--- config.mk ---
export PLATFORM = sky130hd
export DESIGN_NAME = lampfpu_div_issue
export DESIGN_NICKNAME = d
export VERILOG_FILES = /design/src/rtl/lampfpu_div_issue_pkg.sv /design/src/rtl/lampfpu_div_issue_req_fifo.sv /design/src/rtl/lampfpu_div_issue.sv
export SDC_FILE = /design/constraint.sdc
export NUM_CORES = 1
export LEC_CHECK = 0
export CAP_MARGIN = 0
export CORE_UTILIZATION = 40
export DETAILED_ROUTE_END_ITERATION = 12
export DONT_BUFFER_PORTS = 1
export PLACE_DENSITY = 0.59
export SLEW_MARGIN = 0
export SYNTH_ARGS = -nofsm -noshare
export SYNTH_HDL_FRONTEND = slang
export SYNTH_SLANG_ARGS = --single-unit
export TNS_END_PERCENT = 5
--- constraint.sdc ---
create_clock -name clk -period 5.9 [get_ports clk]
set_clock_uncertainty 0.1 [all_clocks]
set_input_delay 0.885 -clock clk [delete_from_list [all_inputs] [get_ports clk]]
set_output_delay 0.885 -clock clk [all_outputs]
set_load 0.03 [all_outputs]
--- src/rtl/lampfpu_div_issue_pkg.sv ---
// Shared lampFPU definitions for the divider issue block.
// Provides float width, rounding/NaN constants, FSM state enum and request bundle.
package lampfpu_div_issue_pkg;

    localparam int unsigned LAMP_FLOAT_DW = 16;

    localparam logic FPU_RNDMODE_NEAREST = 1'b0;

    localparam logic [LAMP_FLOAT_DW-1:0] LAMP_QNAN_CANON = 16'h7FC0;

    localparam int unsigned LAMP_REQ_W = 2*LAMP_FLOAT_DW+1;

    typedef enum logic [2:0] {
        DIV_IDLE,
        DIV_ISSUE,
        DIV_WAIT,
        DIV_ADV,
        DIV_RESP
    } div_state_e;

    typedef struct packed {
        logic                     rnd;
        logic [LAMP_FLOAT_DW-1:0] op1;
        logic [LAMP_FLOAT_DW-1:0] op2;
    } div_req_t;

endpackage

--- src/rtl/lampfpu_div_issue_req_fifo.sv ---
// lampFPU_req_fifo: request FIFO, DEPTH entries (power of two) of WIDTH bits.
// Ports: clk, rst, push_i/data_i, pop_i/data_o (head), full_o, empty_o.
module lampFPU_req_fifo #(
    parameter int unsigned DEPTH = 2,
    parameter int unsigned WIDTH = 33
) (
    input  logic             clk,
    input  logic             rst,
    input  logic             push_i,
    input  logic [WIDTH-1:0] data_i,
    input  logic             pop_i,
    output logic [WIDTH-1:0] data_o,
    output logic             full_o,
    output logic             empty_o
);

    localparam int unsigned AW = (DEPTH > 1) ? $clog2(DEPTH) : 1;
    localparam int unsigned CW = $clog2(DEPTH+1);

    logic [WIDTH-1:0] mem_q [DEPTH];
    logic [AW-1:0]    wr_ptr_q;
    logic [AW-1:0]    rd_ptr_q;
    logic [CW-1:0]    count_q;
    logic [CW-1:0]    count_d;
    logic             push_ok;
    logic             pop_ok;

    assign full_o  = (count_q == CW'(DEPTH));
    assign empty_o = (count_q == '0);
    assign data_o  = mem_q[rd_ptr_q];

    assign pop_ok  = pop_i && !empty_o;
    // A full FIFO still takes a push when the head leaves in the same cycle.
    assign push_ok = push_i && (!full_o || pop_ok);

    always_comb begin
        count_d = count_q;
        unique case ({push_ok, pop_ok})
            2'b10:   count_d = count_q + 1'b1;
            2'b01:   count_d = count_q - 1'b1;
            default: count_d = count_q;
        endcase
    end

    always_ff @(posedge clk) begin
        if (rst) begin
            wr_ptr_q <= '0;
            rd_ptr_q <= '0;
            count_q  <= '0;
        end else begin
            if (push_ok) begin
                mem_q[wr_ptr_q] <= data_i;
                wr_ptr_q        <= wr_ptr_q + 1'b1;
            end
            if (pop_ok) begin
                rd_ptr_q <= rd_ptr_q + 1'b1;
            end
            count_q <= count_d;
        end
    end

endmodule

--- src/rtl/lampfpu_div_issue.sv ---
// Divider issue unit: buffers requests, sequences one divide at a time, returns results in order.
// Ports: request (req_*), response (rsp_*), divider drive (do_div_o, padv_o, rndMode_o, op1_o, op2_o),
// divider return (fpu_*). Optional WAIT watchdog enabled by macro LAMPFPU_DIV_TIMEOUT_EN.
module lampfpu_div_issue
    import lampfpu_div_issue_pkg::*;
#(
    parameter int unsigned FIFO_DEPTH     = 2,
    parameter int unsigned TIMEOUT_CYCLES = 256
) (
    input  logic                     clk,
    input  logic                     rst,
    input  logic                     req_valid_i,
    output logic                     req_ready_o,
    input  logic [LAMP_FLOAT_DW-1:0] req_op1_i,
    input  logic [LAMP_FLOAT_DW-1:0] req_op2_i,
    input  logic                     req_rnd_i,
    output logic                     rsp_valid_o,
    input  logic                     rsp_ready_i,
    output logic [LAMP_FLOAT_DW-1:0] rsp_result_o,
    output logic                     rsp_timeout_o,
    output logic                     do_div_o,
    output logic                     padv_o,
    output logic                     rndMode_o,
    output logic [LAMP_FLOAT_DW-1:0] op1_o,
    output logic [LAMP_FLOAT_DW-1:0] op2_o,
    input  logic [LAMP_FLOAT_DW-1:0] fpu_result_i,
    input  logic                     fpu_valid_i,
    input  logic                     fpu_ready_i
);

    div_state_e               state_q;
    logic [LAMP_FLOAT_DW-1:0] op1_q;
    logic [LAMP_FLOAT_DW-1:0] op2_q;
    logic                     rnd_q;
    logic [LAMP_FLOAT_DW-1:0] res_q;
    logic                     tout_q;

    div_req_t fifo_in;
    div_req_t fifo_head;
    logic     fifo_full;
    logic     fifo_empty;
    logic     fifo_push;
    logic     fifo_pop;

    assign fifo_in   = '{rnd: req_rnd_i, op1: req_op1_i, op2: req_op2_i};
    assign fifo_push = req_valid_i && req_ready_o;
    assign fifo_pop  = (state_q == DIV_IDLE) && !fifo_empty;

    lampFPU_req_fifo #(
        .DEPTH (FIFO_DEPTH),
        .WIDTH (LAMP_REQ_W)
    ) u_fifo (
        .clk     (clk),
        .rst     (rst),
        .push_i  (fifo_push),
        .data_i  (fifo_in),
        .pop_i   (fifo_pop),
        .data_o  (fifo_head),
        .full_o  (fifo_full),
        .empty_o (fifo_empty)
    );

    assign req_ready_o   = !fifo_full;
    // The divider may be busy on entry to ISSUE; the pulse waits for its ready.
    assign do_div_o      = (state_q == DIV_ISSUE) && fpu_ready_i;
    assign padv_o        = (state_q == DIV_ADV);
    assign rsp_valid_o   = (state_q == DIV_RESP);
    assign rsp_result_o  = res_q;
    assign rsp_timeout_o = tout_q;
    assign op1_o         = op1_q;
    assign op2_o         = op2_q;
    assign rndMode_o     = rnd_q;

`ifdef LAMPFPU_DIV_TIMEOUT_EN
    localparam int unsigned CNT_W = $clog2(TIMEOUT_CYCLES+1);
    logic [CNT_W-1:0] cnt_q;
`else
    logic unused_tmo;
    assign unused_tmo = ^TIMEOUT_CYCLES;
`endif

    always_ff @(posedge clk) begin
        if (rst) begin
            state_q <= DIV_IDLE;
            op1_q   <= '0;
            op2_q   <= '0;
            rnd_q   <= FPU_RNDMODE_NEAREST;
            res_q   <= '0;
            tout_q  <= 1'b0;
`ifdef LAMPFPU_DIV_TIMEOUT_EN
            cnt_q   <= '0;
`endif
        end else begin
            unique case (state_q)
                DIV_IDLE: begin
                    if (!fifo_empty) begin
                        op1_q   <= fifo_head.op1;
                        op2_q   <= fifo_head.op2;
                        rnd_q   <= fifo_head.rnd;
                        tout_q  <= 1'b0;
                        state_q <= DIV_ISSUE;
                    end
                end
                DIV_ISSUE: begin
                    if (fpu_ready_i) begin
`ifdef LAMPFPU_DIV_TIMEOUT_EN
                        cnt_q <= '0;
`endif
                        state_q <= DIV_WAIT;
                    end
                end
                DIV_WAIT: begin
                    if (fpu_valid_i) begin
                        res_q   <= fpu_result_i;
                        state_q <= DIV_ADV;
                    end
`ifdef LAMPFPU_DIV_TIMEOUT_EN
                    else if (cnt_q == CNT_W'(TIMEOUT_CYCLES-1)) begin
                        res_q   <= LAMP_QNAN_CANON;
                        tout_q  <= 1'b1;
                        state_q <= DIV_ADV;
                    end else begin
                        cnt_q <= cnt_q + 1'b1;
                    end
`endif
                end
                DIV_ADV: begin
                    state_q <= DIV_RESP;
                end
                DIV_RESP: begin
                    if (rsp_ready_i) begin
                        state_q <= DIV_IDLE;
                    end
                end
                default: begin
                    state_q <= DIV_IDLE;
                end
            endcase
        end
    end

endmodule

# Yosys cells after proc, flatten, opt, wreduce, memory -nomap -nowiden
# Memories as Yosys holds them, arrays and structs flattened. A register that Yosys moved wholly into a read port is not among the register bits.
# Cells that the tools add are included.
# word_totals
reg_bits	23
n_memories	1
ram_bits	66
# op_classes
n_reduce_logical	14
eq_ne	11
bitwise	1
muxes	9
add_sub_neg	4
# memory_table
name	depth	width	read_ports	rd_ports_with_merged_regs	wr	line_no	rtl
u_fifo.mem_q	2	33	1	1	1	lampfpu_div_issue_req_fifo.sv:20	logic [WIDTH-1:0] mem_q [DEPTH];
# op_table
cell	n
3-bit one-hot mux with 5 select lines	1
3-bit two-way mux	4
3-bit by 2-bit == test with 1-bit output, second input constant	2
2-bit != test, second input constant	3
1-bit logical AND	5
2-bit == test, second input constant	2
2-bit one-hot mux with 2 select lines	1
2-bit AND reduction	2
4-bit AND reduction	1
3-bit by 1-bit == test with 1-bit output, second input constant	1
3-bit == test, second input constant	1
3-bit zero test	1
1-bit two-way mux	3
1-bit adder, second input constant	2
2-bit by 1-bit adder with 2-bit output, second input constant	1
2-bit by 1-bit == test with 1-bit output, second input constant	1
1-bit zero test	2
2-bit zero test	1
2-bit by 1-bit != test with 1-bit output, second input constant	1
2-bit nonzero test	1
2-bit by 1-bit subtractor with 2-bit output, second input constant	1
1-bit logical OR	1
1-bit NOT	1

# Logic depth before layout (Yosys ltp)
# Gate-level depths: netlist of run 1.
# depth
word_depth	9
ltp_mapped	9
mapped_depth_nobuf	7

# Modules after synthesis
# A second synthesis of run 1 with hierarchy kept.
# hier_totals
hier_cells	370
hier_area_um2	5069.9
# by_module_without_submodules
module	cells_each	area_per_inst_um2	instances
lampFPU_req_fifo	133	2637.5	1
lampfpu_div_issue	237	2432.3	1

# Least setup slack after synthesis of run 1
# No wires, ideal clock.
# synth_timing
path_type	input-to-reg
start	input rst
end	memory u_fifo.mem_q[1][0], enable pin
setup_time_ns	0.471
path_slack_ns	1.747
t_arrival_ns	3.581
path_buffers	1
stages	2
cell_sequence	buf_1 nor3b_1
# synth_via
elab_chain_cells	2
# synth_rtl
element	line_no	rtl
start, declared	lampfpu_div_issue.sv:11	input logic rst,
1-bit two-way mux	lampfpu_div_issue_req_fifo.sv:46	if (rst) begin
1-bit two-way mux (implied by the code)	lampfpu_div_issue_req_fifo.sv:52	mem_q[wr_ptr_q] <= data_i;
end, declared	lampfpu_div_issue_req_fifo.sv:20	
# Every way passes these cells.

# Worst setup path in the final report of run 1
# layout_timing
start	register state_q[2]
end	output rsp_valid_o
# layout_via
elab_chain_cells	1
# layout_rtl
element	line_no	rtl
start, declared	lampfpu_div_issue.sv:31	div_state_e state_q;
start signal, assigned	lampfpu_div_issue.sv:84	state_q <= DIV_IDLE;
start signal, assigned	lampfpu_div_issue.sv:101	state_q <= DIV_ISSUE;
start signal, assigned	lampfpu_div_issue.sv:109	state_q <= DIV_WAIT;
3-bit == test	lampfpu_div_issue.sv:67	assign rsp_valid_o = (state_q == DIV_RESP);
end, declared	lampfpu_div_issue.sv:17	output logic rsp_valid_o,
# Every way passes these cells.

==> results.md, run 1 <==
* Status: complete, no violations
* Async set-reset flop share out of synthesis at 0%
* Worst R2R End: u_fifo.count_q[1]$_SDFFE_PP0P_
* Mapped Area at 4600 sq um
* Combinational share of power at 21.0%
* Die Area at between 10000 and 15000 sq um
* I/O Pins at ~110
* Number of max-cap violations at 0
* PwrDens at 601 nW/um^2
* Hold_sp: u_fifo.count_q[1]$_SDFFE_PP0P_
* Dominant synthesized flop cell: edfxtp_1
* Worst path required time at 4.91 ns
* Count of cell types in the netlist at 33
* Syn nets at 389
* Min-delay worst type: flop to flop
* Post-Synth Adder-Cell Area at 0.272%
* Clock latency on the worst-skew pair at 0.41 ns
* CP Max Fanout at 8
* Tmin final at 2.82 ns
* Clock power frac at about a third
* Critical Path Source: state_q[2]$_SDFFE_PP0P_
* WP data arrival at 1.84 ns
* Remaining DRCs at 0
* Worst-case vdd ir drop at 0.293 mV
* Clock buffer depth at 2
* FF+latch count, synth at 122
* Antenna diode count at 0
* Slew margin rel. at 24.7%
* Footprint of the multi-input gates at 1350 sq um
* CTS tree: done
* R2R depth at 5
* Synth Area in Simple Gates at around 5.5%
* Number of synthesized flops with an enable pin at 66
* Multiplexer area fraction after synthesis at 7.72%
* Hold path cells at 2
* Initial core utilization at 41.7%
* CP cell instances: nor3b_1
* Initial antenna violation count at 0
* Nets at 386
* Hold_buf cts at 0
* Post-synthesis compound-gate area fraction at between 10 and 15%
* Depth of the CTS H-tree at 4
* Register area at 3100 sq um
* Sequential share of power at 46.3%
* First-pass GRT wire length at 13100 um
* Post-CTS sizing at 0
* Die H at 109 um
* Hold Crit Endpoint: u_fifo.count_q[1]$_SDFFE_PP0P_
* RSZ-0062 raised after global routing: false
* Core ar. at 11000 sq um
* Final worst-path cycle share at 47.8%
* Top cell type's share of synthesized area at 43.1%
* Share of the core filled with cells at 47.9%
* Clk root buf: clkbuf_16
* Vias in the first global route at 2525
* Total power at 0.00317 W
* Avg Synthesized Cell Area at 13.8 sq um
* Crit path depth at 1
* Wire per inst at 17.6 um
* Main combinational cell family by area after synthesis: compound AO/OA/AOI/OAI gates
* XOR/XNOR Fraction of Synth Area at 0.381%
* Layout cells sized above 1 at 20.7%
* Synth top area cells: edfxtp_1 (43%), dfxtp_1 (24%), a211oi_2 (7.9%)
* Post-synth top area cell: edfxtp_1
* Cell Rows at 38
* Filler Cell Count at 959
* Worst r2r src: state_q[1]$_SDFFE_PP0P_
* Worst Max-Slew Pin Slew at between 1 and 1.5 ns
* CTS buffer count at 17
* GRT overflow at 0
* Switching power of the nets at 0.00113 W
* Port bufs at 0
* Postcts setup bufs at 0
* Final Max Tran Viols at 0
* CP startpoint kind: flop
* Setup CP Type: flop to primary output
* Setup TNS at 0 ns
* Gpl congestion at around 0.70
* Crit-path leading delay family: simple AND/OR/NAND/NOR gates
* Sw frac at 35.6%
* Setup violators final at 0
* Fmax at 355 MHz
* Sequential share of the synthesized area at 67.4%
* Final Hold Fails at 0
* Avg Vias per Cell at 5.15
* Drt pass-1 iters at 5
* Area grow syn2layout at 14.8%
* CP max stage cell: nor3b_1
* Yosys warning count at 0
* Critical Path Sink Type: primary output
* Final HPWL DP at 5280 um
* GR Util All Layers at between 15 and 20%
* Clock sink count at 122
* Largest net degree at the start of global routing at 60
* Antenna Nets Post-Route at 0
* Clock slew at reported path FFs at 0.05 ns
* Post-synthesis cell count at 333
* CP max stage delay at 0.94 ns
* Via count at 2487
* Die Wd at 109 um
* R2R setup slack at 3.13 ns
* Routed WL at 8480 um
* Internal power at 0.00204 W
* Leakage power at 1.71 nW
* Initial DRC Count at 83
* WP buf/inv at 0
per-stage QoR:
stage	std cells	hold WS [ns]	setup WS (ns)	cell area, sq um
after floorplan	333	0.367	1.75	4600
after global placement	451	0.376	3.15	4680
after detailed placement	451	0.398	3.04	4680
after CTS	483	0.411	3.03	5280
after global routing	483	0.413	2.90	5280
final	483	0.413	3.08	5280
cells in the final DEF, fill, tap and decap left out, types with 2 or more instances in the layout:
cell,netlist,layout
a211oi_1,5,5
bufinv_16,0,3
inv_1,3,3
nor2_1,3,3
and3b_1,2,2
nor2b_1,2,2
mux2i_1,34,34
a21oi_1,52,52
clkinvlp_4,0,3
clkinv_2,0,3
buf_4,2,5
inv_4,0,2
nand2_1,33,33
clkbuf_1,8,2
edfxtp_1,66,66
o21ai_0,3,3
a211oi_2,29,29
or3_1,2,2
dfxtp_1,56,55
clkbuf_16,0,18
power by group through the flow:
stage	registers, W	clock network [W]	logic (W)
after floorplan	0.00138	0	0.000695
after global placement	0.00149	0	0.000659
after detailed placement	0.00150	0	0.000681
after CTS	0.00148	0.00106	0.000685
after global routing	0.00150	0.00110	0.000745
final	0.00147	0.00104	0.000668
how the worst max path moves through the flow:
stage	to	slack [ns]
finish	rsp_valid_o	3.08
global route	u_fifo.count_q[1]$_SDFFE_PP0P_	2.90
CTS	u_fifo.count_q[1]$_SDFFE_PP0P_	3.03
detailed placement	u_fifo.count_q[1]$_SDFFE_PP0P_	3.04
global placement	u_fifo.count_q[1]$_SDFFE_PP0P_	3.15
floorplan	u_fifo.mem_q[1][0]$_DFFE_PP_	1.75
cell type report:
type,count,share of cell area [%]
Sequential cell,122,58.8
Multi-Input combinational cell,181,25.6
Clock buffer,20,8.67
Tap cell,140,3.32
Clock inverter,12,2.72
Timing Repair Buffer,5,0.711
Inverter,3,0.213
cells by family after synthesis:
kind of cell / after synthesis
fa+ha+maj: 1
buf+inv: 30
mux: 35
compound gates: 90
flops: 122
other cells: 1
simple gates: 52
xor+xnor: 2
per-layer routing:
| metal | vias to the layer above | share of wire (%) | GRT usage, % |
|---|---|---|---|
| met5 | - | 0 | 0 |
| met1 | 1174 | 41 | 17.1 |
| met3 | 15 | 11 | 8.25 |
| li1 | 1223 | - | - |
| met2 | 75 | 46 | 23.4 |
| met4 | 0 | 1.8 | 9.05 |
cell usage after synthesis (2+ instances only):
master,number
dfxtp_1,56
edfxtp_1,66
buf_1,3
nand2_1,33
buf_2,8
a211oi_1,5
o21ai_0,3
buf_6,5
mux2i_1,34
nor2_1,3
a21oi_1,52
nor3b_1,2
inv_1,3
a211oi_2,29
buf_4,2
and3b_1,2
nor2b_1,2
nor3_1,2
or3_1,2
clkbuf_1,8
sequential cells by signal, summed over array words and instances, names as in the netlist:
| signal | cells |
|---|---|
| u_fifo.mem_q | 66 |
| rsp_result_o | 16 |
| op1_o | 16 |
| u_fifo.rd_ptr_q | 1 |
| u_fifo.count_q | 2 |
| state_q | 3 |
| u_fifo.wr_ptr_q | 1 |
| op2_o | 16 |
| rndMode_o | 1 |
Note: power is estimated with default switching activity, not from simulation.
==> run 2, diff against run 1 <==
clock period = 2.6 ns   (was 5.9 ns; I/O delays follow)
==> run 2 against run 1 <==
- critical path depth grew 4
- first-iteration DRC count grew 27%
- register-to-register slack lost 2.5 ns
- sequential power grew 120%
- power grew 140%
- critical path type is now flop to flop
- die area is the same
- final area grew 8.7%
- sequential share of layout area shrank 4.7 points
- final cell count grew 8.5%
- wire length grew 11%
- global-route usage grew 1.4 points
- critical endpoint is now u_fifo.mem_q[0][3]$_DFFE_PP_
- count of clock-buffer cells in the layout shrank 2
==> results.md, run 2 (synthesis gave the netlist of run 1 again) <==
* CP max stage delay at about 0.43 ns
* Critical Path Sink Type: flop
* Clock buffer depth at 2
* Share of the core filled with cells at a little over half
* Leakage power at ~1.9 nW
* Hold_sp: fpu_result_i[2]
* Crit path depth at 5
* Clk root buf: clkbuf_16
* Via count at around 2.7k
* I/O Pins at around 110
* Clock latency on the worst-skew pair at between 0.4 and 0.5 ns
* Clock slew at reported path FFs at approximately 0.050 ns
* Slew margin rel. at 54.6%
* CTS buffer count at 17
* Commonest cells after routing, fill and taps aside: edfxtp_1 (66), dfxtp_1 (55), a21oi_1 (52)
* Postcts setup bufs at 0
* WP buf/inv at 2
* Hold Crit Endpoint: rsp_result_o[2]$_SDFFE_PP0P_
* Post-CTS sizing at 0
* Nets at 427
* Core ar. at approximately 11000 sq um
* PwrDens at 1300 nW/um^2
* Depth of the CTS H-tree at 4
* CTS tree: done
* Initial antenna violation count at 0
* Remaining DRCs at 0
* WP data arrival at 1.94 ns
* Routed WL at 9380 um
* Drt pass-1 iters at 4
* Worst-case vdd ir drop at 0.662 mV
* Avg Vias per Cell at 5.14
* Worst R2R End: u_fifo.mem_q[0][3]$_DFFE_PP_
* Largest register FFs at 66
* Area grow syn2layout at 24.8%
* Gpl congestion at 0.680
* Die H at 109 um
* Hold path cells at 2
* Wire per inst at 17.9 um
* Final HPWL DP at 5370 um
* Worst Max-Slew Pin Slew at 0.678 ns
* Crit-path leading delay family: buffers and inverters
* Hold_buf cts at 37
* Filler Cell Count at 961
* CP startpoint kind: flop
* Min-delay worst type: input pin to flop
* Top reg by flops: u_fifo.mem_q
* Die Area at 11900 sq um
* Tmin final at 2.00 ns
* GR Util All Layers at 16.8%
* R2R setup slack at 0.60 ns
* Vias in the first global route at 2742
* Clock sink count at about 120
* Number of max-cap violations at 0
* Status: complete, no violations
* Cell Rows at 38
* R2R depth at 5
* Critical Path Source: u_fifo.count_q[0]$_SDFFE_PP0P_
* Initial DRC Count at 105
* Die Wd at 109 um
* CP cell instances: nor2b_1 -> inv_1 -> nand2_1 -> nor3_4 -> buf_4
* Largest net degree at the start of global routing at between 50 and 60
* RSZ-0062 raised after global routing: false
* Layout cells sized above 1 at 19.5%
* CP Max Fanout at 33
* Worst path required time at 2.55 ns
* CP max stage cell: buf_4
* Final worst-path cycle share at 76.7%
* Setup violators final at 0
* Setup CP Type: flop to flop
* Antenna Nets Post-Route at 0
* Commonest non-fill, non-tap cell in the layout: edfxtp_1
* Antenna diode count at 0
* Final Hold Fails at 0
* Total power at 0.00746 W
* Port bufs at 0
* Fmax at 501 MHz
* Worst r2r src: u_fifo.count_q[0]$_SDFFE_PP0P_
* Initial core utilization at 41.7%
* Final Max Tran Viols at 0
* First-pass GRT wire length at 14100 um
* GRT overflow at 0
==> run 2: worst max path at each step <==
| stage | end | slack, ns |
|---|---|---|
| after CTS | u_fifo.mem_q[0][15]$_DFFE_PP_ | 0.56 |
| after global placement | u_fifo.mem_q[0][18]$_DFFE_PP_ | 0.62 |
| after floorplan | u_fifo.mem_q[0][0]$_DFFE_PP_ | -0.09 |
| after detailed placement | u_fifo.mem_q[0][23]$_DFFE_PP_ | 0.59 |
| after global routing | u_fifo.count_q[1]$_SDFFE_PP0P_ | 0.47 |
| final | u_fifo.mem_q[0][3]$_DFFE_PP_ | 0.60 |
==> run 2: through the flow <==
stage	hold slack, ns	area, sq um	cells	TNS, ns	setup slack [ns]
after floorplan	0.367	4620	333	-2.90	-0.0878
after global routing	0.00248	5740	524	0	0.472
final	0.0221	5740	524	0	0.605
after detailed placement	0.361	4750	455	0	0.586
after global placement	0.360	4750	455	0	0.623
after CTS	0.00109	5740	524	0	0.565
==> run 2: routing by layer <==
metal  share of wire [%]  vias to the layer above  GRT usage [%]
li1                    -                     1309              -
met1                  43                     1297           19.4
met2                  49                       79           27.5
met3                 6.7                        9           6.87
met4                 1.1                        0           6.86
met5                   0                        -              0
==> run 2: area by class of cell <==
class / count / area (sq um) / area share [%]
sequential: 122 / 3100 / 54.1
multi-input combinational: 181 / 1360 / 23.7
timing repair buffer: 46 / 480 / 8.37
clock buffer: 18 / 429 / 7.47
clock inverter: 14 / 179 / 3.12
tap: 140 / 175 / 3.05
inverter: 3 / 11.3 / 0.196
==> run 2: power by group <==
| part | total, W | switching (W) | internal [W] |
|---|---|---|---|
| clock | 0.00240 | 0.000811 | 0.00159 |
| sequential | 0.00320 | 0.000782 | 0.00242 |
| combinational | 0.00186 | 0.00109 | 0.000770 |
==> run 3, diff against run 2 <==
PLACE_DENSITY = 0.61   (was 0.59)
clock period = 1.8 ns   (was 2.6 ns; I/O delays follow)
==> run 3 against run 2 <==
- the run now ends with negative hold slack left
- sequential cell count stayed put
- sequential share of layout area is 0.49 points lower
- wire length is 1.6% higher
- critical path type is now flop to primary output
- critical endpoint is now do_div_o
- largest power group unchanged
- highest routed layer unchanged
==> results.md, run 3 (synthesis gave the netlist of run 1 again) <==
* Status: complete, but fails checks
* Failing checks: negative hold slack
* Setup CP Type: flop to primary output
* GRT overflow at 0
* Fin Hold WS at -0.180 ns
* Gpl congestion at 0.654
* Top reg by flops: u_fifo.mem_q
* Setup TNS at 0 ns
* Largest register FFs at 66
* Antenna diode count at 0
* Layout cells sized above 1 at a little over a fifth
* Worst r2r src: u_fifo.rd_ptr_q$_SDFFE_PP0P_
* Via count at roughly 2.8k
* Footprint of the multi-input gates at 1400 sq um
* Die Wd at 109 um
* Clock latency on the worst-skew pair at 0.41 ns
* Routed WL at 9530 um
* Hold Crit Endpoint: op1_o[4]$_SDFFE_PP0P_
* Depth of the CTS H-tree at 4
* CP max stage delay at between 0.3 and 0.4 ns
* Dpl cell area at around 4900 sq um
* Drt pass-1 iters at 4
* CP max stage cell: dfxtp_1
* Final worst-path cycle share at between 90% and 100%
* Worst path required time at roughly 1.4 ns
* Initial antenna violation count at 0
* Crit-path leading delay family: simple AND/OR/NAND/NOR gates
* Clk root buf: clkbuf_16
* Cell Rows at 38
* R2R depth at 4
* Filler Cell Count at 910
* CP cell instances: buf_6 -> and2b_1 -> and3b_2
* Initial DRC Count at 89
* Commonest non-fill, non-tap cell in the layout: edfxtp_1
* CP Max Fanout at 8
* CTS tree: done
* Area grow syn2layout at 26.0%
* Initial core utilization at 41.7%
* Setup violators final at 0
* Worst-case vdd ir drop at 1.21 mV
* Die H at 109 um
* Critical Path Sink Type: primary output
* Die Area at 11900 sq um
* Clock buffer depth at 2
* Final Hold Fails at 53
* Avg Vias per Cell at 5.18
* First-pass GRT wire length at 14600 um
* Final HPWL DP at 5370 um
* Core ar. at 11000 sq um
* R2R setup slack at 0.15 ns
* GR Util All Layers at 17.4%
* RSZ-0062 raised after global routing: true
* Share of the core filled with cells at 52.6%
* Remaining DRCs at 0
* Hold_sp: rst
* Hold path cells at 1
* PwrDens at 1830 nW/um^2
* Fmax at 580 MHz
* Vias in the first global route at 2836
* Fin area at between 5000 and 6000 sq um
* WP buf/inv at 1
* Number of max-cap violations at 0
* Clock slew at reported path FFs at 0.05 ns
* Clock sink count at 122
* Wire per inst at between 15 and 20 um
* CTS buffer count at 17
* Worst R2R End: u_fifo.rd_ptr_q$_SDFFE_PP0P_
* Largest net degree at the start of global routing at 60
* Commonest cells after routing, fill and taps aside: edfxtp_1 (66), dfxtp_1 (53), a21oi_1 (52)
* I/O Pins at around 110
* Hold_buf cts at 37
* Register area at a little over 3000 sq um
* WP data arrival at 1.35 ns
* Final Max Tran Viols at 0
* Port bufs at 0
* CP startpoint kind: flop
* Antenna Nets Post-Route at 0
* Nets at 434
* Tmin final at 1.72 ns
* Min-delay worst type: input pin to flop
* Leakage power at between 1.5 and 2 nW
## run 3: worst max path at each step
stage / from / end / slack (ns) / cells past startpoint
3_3_place_gp: u_fifo.count_q[0]$_SDFFE_PP0P_ / u_fifo.count_q[1]$_SDFFE_PP0P_ / 0.13 / 5
6_report: state_q[1]$_SDFFE_PP0P_ / do_div_o / 0.08 / 3
4_1_cts: state_q[1]$_SDFFE_PP0P_ / do_div_o / 0.03 / 3
2_1_floorplan: u_fifo.count_q[1]$_SDFFE_PP0P_ / u_fifo.mem_q[1][0]$_DFFE_PP_ / -0.26 / 4
5_1_grt: state_q[1]$_SDFFE_PP0P_ / do_div_o / -0.005 / 3
3_5_place_dp: u_fifo.count_q[0]$_SDFFE_PP0P_ / u_fifo.count_q[1]$_SDFFE_PP0P_ / 0.07 / 5
## run 3: metal layers
metal	vias to the layer above	share of wire [%]	global-route usage, %
li1	1320	-	-
met1	1345	41	18.4
met2	80	50	29.2
met3	8	7.4	9.38
met4	0	1.1	6.86
met5	-	0	0
## run 3: stage by stage
| step | setup WS (ns) | std cells | total power, W |
|---|---|---|---|
| 2_1_floorplan | -0.256 | 333 | 0.00684 |
| 3_3_place_gp | 0.127 | 462 | 0.00739 |
| 3_5_place_dp | 0.0710 | 462 | 0.00748 |
| 4_1_cts | 0.0338 | 531 | 0.0107 |
| 5_1_grt | -0.00485 | 531 | 0.0112 |
| 6_report | 0.0760 | 531 | 0.0106 |
## run 3: cell type report
type,count,area share [%]
flip-flops and latches,122,53.6
multi-input cells,181,24.2
repair buffers,53,9.60
clock buffers,21,7.59
well taps,140,3.02
clock inverters,11,1.79
inverters,3,0.237
## run 3: report_power, final
part | leakage (nW) | switching [W] | internal [W]
sequential | 1.07 | 0.00107 | 0.00350
clock | 0.258 | 0.00114 | 0.00200
combinational | 0.605 | 0.00165 | 0.00126
## run 3: timing repair
item	in CTS	in global routing
resized for setup	1	5
endpoints found under the hold margin	122	53
buffers inserted	0	0
setup endpoints to repair	1	5
